<file path="src/rtl/modmul_barrett_if.sv">
// Operand/result bundle for the Kyber Barrett modular multiplier.
// The master drives operands, tag and enable; the slave returns results.
interface modmul_barrett_if #(
  parameter int TAG_W = 8
);
  logic             en;
  logic             in_valid;
  logic [11:0]      A;
  logic [11:0]      B;
  logic [TAG_W-1:0] in_tag;
  logic             out_valid;
  logic [11:0]      C;
  logic [TAG_W-1:0] out_tag;

  modport master (
    output en, in_valid, A, B, in_tag,
    input  out_valid, C, out_tag
  );

  modport slave (
    input  en, in_valid, A, B, in_tag,
    output out_valid, C, out_tag
  );
endinterface

</file>
<file path="src/rtl/modmul_barrett.sv">
// Four-stage pipelined (A*B) mod 3329 using Barrett reduction (m = 5039, k = 24).
// Valid and tag travel in lockstep with the data; en stalls every register.
module modmul_barrett #(
  parameter int TAG_W = 8
) (
  input  logic             clk,
  input  logic             reset,
  modmul_barrett_if.slave  bus
);
  localparam logic [23:0] Q24   = 24'd3329;
  localparam logic [13:0] Q14   = 14'd3329;
  localparam logic [36:0] M_BAR = 37'd5039;

  logic [23:0]      p1;
  logic [23:0]      p2;
  logic [11:0]      qhat2;
  logic [13:0]      r3;
  logic [11:0]      c4;
  logic [3:0]       valid_pipe;
  logic [TAG_W-1:0] tag_pipe [4];

  logic [11:0]      qhat_next;
  logic [13:0]      r_next;
  logic [11:0]      c_next;

  // Casts truncate deliberately: for illegal operands the result only needs to be defined.
  always_comb begin
    qhat_next = '0;
    r_next    = '0;
    c_next    = '0;
    qhat_next = 12'((37'(p1) * M_BAR) >> 24);
    r_next    = 14'(p2 - 24'(qhat2) * Q24);
    c_next    = (r3 >= Q14) ? 12'(r3 - Q14) : 12'(r3);
  end

  always_ff @(posedge clk or posedge reset) begin
    if (reset) begin
      p1         <= '0;
      p2         <= '0;
      qhat2      <= '0;
      r3         <= '0;
      c4         <= '0;
      valid_pipe <= '0;
      for (int unsigned i = 0; i < 4; i++) tag_pipe[i] <= '0;
    end else if (bus.en) begin
      p1         <= 24'(bus.A) * 24'(bus.B);
      p2         <= p1;
      qhat2      <= qhat_next;
      r3         <= r_next;
      c4         <= c_next;
      valid_pipe <= {valid_pipe[2:0], bus.in_valid};
      tag_pipe[0] <= bus.in_tag;
      for (int unsigned i = 1; i < 4; i++) tag_pipe[i] <= tag_pipe[i-1];
    end
  end

  assign bus.out_valid = valid_pipe[3];
  assign bus.C         = c4;
  assign bus.out_tag   = tag_pipe[3];
endmodule

</file>
<file path="src/flat_wrapper.sv">
// flat-port wrapper written by rule: the top's interface ports become plain ports
module modmul_barrett_flat 
#(
  parameter int TAG_W = 8
)
  (clk, reset, bus_en, bus_in_valid, bus_A, bus_B, bus_in_tag, bus_out_valid, bus_C, bus_out_tag);
  modmul_barrett_if #(.TAG_W(TAG_W)) bus_i ();
  input  logic clk;
  input  logic reset;
  input wire logic [$bits(bus_i.en)-1:0] bus_en;
  input wire logic [$bits(bus_i.in_valid)-1:0] bus_in_valid;
  input wire logic [$bits(bus_i.A)-1:0] bus_A;
  input wire logic [$bits(bus_i.B)-1:0] bus_B;
  input wire logic [$bits(bus_i.in_tag)-1:0] bus_in_tag;
  output wire logic [$bits(bus_i.out_valid)-1:0] bus_out_valid;
  output wire logic [$bits(bus_i.C)-1:0] bus_C;
  output wire logic [$bits(bus_i.out_tag)-1:0] bus_out_tag;
  assign bus_i.en = bus_en;
  assign bus_i.in_valid = bus_in_valid;
  assign bus_i.A = bus_A;
  assign bus_i.B = bus_B;
  assign bus_i.in_tag = bus_in_tag;
  assign bus_out_valid = bus_i.out_valid;
  assign bus_C = bus_i.C;
  assign bus_out_tag = bus_i.out_tag;
  modmul_barrett #(.TAG_W(TAG_W)) u_core (.clk(clk), .reset(reset), .bus(bus_i));
endmodule
</file>
<file path="config.mk">
export PLATFORM = sky130hd
export DESIGN_NAME = modmul_barrett_flat
export DESIGN_NICKNAME = d
export VERILOG_FILES = /design/src/rtl/modmul_barrett_if.sv /design/src/rtl/modmul_barrett.sv /design/src/flat_wrapper.sv
export SDC_FILE = /design/constraint.sdc
export NUM_CORES = 1
export LEC_CHECK = 0
export CELL_PAD_IN_SITES_DETAIL_PLACEMENT = 1
export CELL_PAD_IN_SITES_GLOBAL_PLACEMENT = 1
export CORE_ASPECT_RATIO = 0.8
export CORE_UTILIZATION = 56
export CTS_BUF_LIST = sky130_fd_sc_hd__clkbuf_8
export DETAILED_ROUTE_END_ITERATION = 8
export PLACE_DENSITY_LB_ADDON = 0.1
export SYNTH_ARGS = -nofsm -noshare
export SYNTH_HDL_FRONTEND = slang
export SYNTH_SLANG_ARGS = --single-unit
</file>
<file path="constraint.sdc">
create_clock -name clk -period 9 [get_ports clk]
set_input_delay 1.8 -clock clk [delete_from_list [all_inputs] [get_ports clk]]
set_output_delay 1.8 -clock clk [all_outputs]
set_load 0.02 [all_outputs]
</file>
; Yosys cells after proc, flatten, opt, wreduce, memory -nomap -nowiden
; Cells that the tools add are included.
[op_classes]
addsub = 2
order_cmp = 1
n_mul = 3
muxes = 1
[op_table]
columns = op, n
row1 = $mul 24x13->36 const B, 1
row2 = $mul 12x12->24, 1
row3 = $ge 14x12->1 const B, 1
row4 = $mul 12x12->14 const B, 1
row5 = $sub 14x14->14, 1
row6 = $mux 12, 1
row7 = $sub 12x12->12 const B, 1
[word_totals]
inputBits = 36
elab_cells = 17
register_bits = 112
out_inout_bits = 21

; Logic depth before layout (Yosys ltp)
[logic_depth]
word_depth = 2
mapped_depth = 21
depth_no_buf = 20

; Least setup slack after synthesis
; No wires, ideal clock.
[synth_path]
kind = input to register
start = input port bus_B[5]
end = register u_core.p1[22]
path_buffers = 1
required_ns = 8.863
setup_ns = 0.137
slack_ns = 2.318
arrival_ns = 6.545
path_stages = 19
cell_sequence = clkbuf_1 nand2_1 fa_1 fa_1 fa_1 inv_1 fa_1 inv_1 fa_1 inv_1 ha_1 o21a_1 o21ai_0 a221oi_1 a211oi_1 o21ai_0 a31oi_1 xor2_1 mux2i_1
[synth_between]
elab_chain_len = 1
[synth_rtl]
columns = element, line_no
row1 = start: declaration, flat_wrapper.sv:13  ; input wire logic [$bits(bus_i.B)-1:0] bus_B;
row2 = $mul 12x12->24, modmul_barrett.sv:46  ; p1 <= 24'(bus.A) * 24'(bus.B);
row3 = end signal: assignment, modmul_barrett.sv:46
row4 = end: declaration, modmul_barrett.sv:14  ; logic [23:0] p1;
; No other way between the ends.
; A chain may end at the register's enable or synchronous reset.

; Worst setup path after layout
; Same ends and word-level chain as after synthesis.

==> metrics.txt <==
outcome completed; CTS H-tree depth 3; Synth Warn # 0; max-cap violation count 0; worst min-delay path startpoint u_core.tag_pipe[13]; io pins 57; # Post-CTS Setup Buffers 0; Startpoint Class input pin; final setup fails 0; CTS max path bufs 2; Resize count post-CTS 0; clock root buffer clkbuf_8; die area 28400 um^2; vias 10533; ANT nets after route 0; FP Rows 54; Clk Latency, worst-skew pair 0.42 ns; Final Hold Vio Count 0; Core Area 27200 um^2; layout cells sized above 1 5.95%; RSZ-0062 raised after global routing no; cell area after synthesis about 16000 um^2; DR pass1 iterations 4; CTS Sinks between 100 and 150; Fmax 131 MHz; TritonCTS clock tree done; EDFF count, synth 0; synthesis-to-layout area growth 6.53%; initial antenna violation count 0; CP arrival 7.92 ns; most common cell after layout, fill and taps aside inv_1; worst setup margin 1.36 ns; ys async rst share 100%; Fill cells 3045; Mapped Cells 1539; max-slew violations 0; GRT Resource Usage Total 27.2%; Num CTS Buffers 9; die span in x 188 um; largest net degree at the start of global routing 79; Starting Density 57.0%; worst endpoint required time 9.28 ns; clock-pin slew on the worst setup and hold paths approximately 0.13 ns; Final Cycle Share around 85%; Remaining Overflow, GRT 0; drt wl/cell approximately 19 um; Tmin final 7.64 ns; Seq/Total Area, Yosys a little under a fifth; slew at the pin closest to its max-slew limit 0.930 ns; DR iter-0 viols 485; Slew headroom 38.0%; global-route wire length before repair between 60000 and 70000 um; Remaining DRCs 0; dpl hpwl 30600 um; fin nets 2051; worst hold path class register to register; Critical Path Source bus_B[5]; Die Y 151 um; Primary FF master, synth dfrtp_1; Cell variety after synth 55; Syn Area/Cell 10.1 um^2; Mapped Nets 2033; RR Startpoint u_core.p1[7]; Place WS 0.958 ns; Vias/cell 5.47; vias in the first global route 11745; Post-CTS Hold Buffers 0; most frequent cells in the layout inv_1, fa_1, ha_1; flops & latches, synth 112; Total Wirelength 36000 um; GP Congestion roughly 0.85; IO buf count 56; # diodes 0; CP Max Fanout 12; Clock Skew 0.0185 ns; Setup CP Type input pin to register; critical path capture point type register; setup TNS 0 ns
## worst max-delay path, stage by stage
cell and delay (ns):
clkdlybuf4s50_1 0.80, nand2_1 0.16, fa_1 0.58, fa_1 0.45, fa_1 0.50, inv_1 0.05
fa_1 0.53, inv_1 0.05, fa_1 0.53, inv_1 0.04, ha_1 0.34, o21a_1 0.12
o21ai_0 0.22, a221oi_1 0.16, a211oi_1 0.68, o21ai_0 0.35, a31oi_1 0.26, xor2_1 0.17
mux2i_1 0.11
## stage by stage
step | cell area (um^2) | instances | utilization [%] | hold WS, ns
6_report | 16500 | 1926 | 60.7 | 0.516
3_3_place_gp | 16300 | 1910 | 60.0 | 0.482
5_1_grt | 16500 | 1926 | 60.7 | 0.543
2_1_floorplan | 15500 | 1539 | - | 0.461
4_1_cts | 16500 | 1926 | 60.7 | 0.520
3_5_place_dp | 16300 | 1910 | 60.0 | 0.491
## cells in the mapped netlist (2+ instances only)
| master | number | area share (%) |
|---|---|---|
| fa_1 | 236 | 30 |
| inv_1 | 347 | 8.4 |
| a211o_1 | 3 | 0.17 |
| nand2b_1 | 3 | 0.12 |
| nand3b_1 | 4 | 0.19 |
| o21bai_1 | 10 | 0.48 |
| o21ai_0 | 47 | 1.5 |
| nor2_1 | 32 | 0.77 |
| o31ai_1 | 3 | 0.15 |
| a31oi_1 | 7 | 0.28 |
| xnor2_1 | 40 | 2.3 |
| nand2_1 | 121 | 2.9 |
| nor3_1 | 2 | 0.065 |
| nor4_1 | 3 | 0.12 |
| a211oi_2 | 2 | 0.16 |
| and3_1 | 7 | 0.28 |
| xor2_1 | 17 | 0.96 |
| mux2i_1 | 6 | 0.39 |
| a211oi_1 | 9 | 0.44 |
| buf_1 | 2 | 0.048 |
| o21a_1 | 4 | 0.19 |
| nor2b_1 | 4 | 0.16 |
| dfrtp_1 | 112 | 18 |
| buf_4 | 8 | 0.39 |
| a21oi_1 | 50 | 1.6 |
| a21o_1 | 15 | 0.73 |
| nand3_1 | 14 | 0.45 |
| nand4_1 | 13 | 0.52 |
| ha_1 | 222 | 18 |
| mux2_2 | 64 | 4.6 |
| and2_1 | 66 | 2.7 |
| a221oi_1 | 3 | 0.17 |
| clkbuf_1 | 41 | 0.99 |
## registers in the layout, summed over array words and instances (netlist names)
signal,flops
u_core.bus.C,12
u_core.bus.out_tag,8
u_core.p1,24
u_core.p2,14
u_core.qhat2,12
u_core.r3,14
u_core.tag_pipe,24
u_core.valid_pipe,4
## worst paths after layout
| path | slack (ns) | cells after the start | end |
|---|---|---|---|
| setup reg to reg | 3.11 | 16 | u_core.qhat2[10] |
| min in group asynchronous | 1.84 | 2 | u_core.tag_pipe[16] |
| max in group asynchronous | 5.91 | 3 | u_core.qhat2[2] |
| hold reg to reg | 0.52 | 1 | u_core.bus.out_tag[5] |
| hold / removal | 0.52 | 1 | u_core.bus.out_tag[5] |
| setup / recovery | 1.36 | 19 | u_core.p1[22] |
## layer usage
metal | track usage (%) | up-vias | part of all wire [%]
li1 | - | 4863 | -
met1 | 38.2 | 5478 | 47
met2 | 45.8 | 156 | 49
met3 | 3.29 | 36 | 2.9
met4 | 5.53 | 0 | 1.3
met5 | 0 | - | 0
## cell families after synthesis
logic type                 share of synthesized area [%]
adders and majority gates                           48.4
buffers and inverters                               9.85
AOI/OAI and AO/OA                                   6.93
and+or+nand+nor                                     8.55
xor gates and xnor gates                            3.22
muxes                                               5.03
DFF                                                 18.1
## final cells by class
type,instances,area [um^2],area share [%]
sequential,112,2800,17.0
multi-input combinational,1028,11200,67.7
tap,364,455,2.76
timing repair buffer,59,581,3.51
inverter,347,1310,7.90
clock buffer,10,138,0.833
clock inverter,6,63.8,0.386
Power is not shown: default switching activity piles up to over one toggle a cycle in this logic, so the estimate is an artifact.
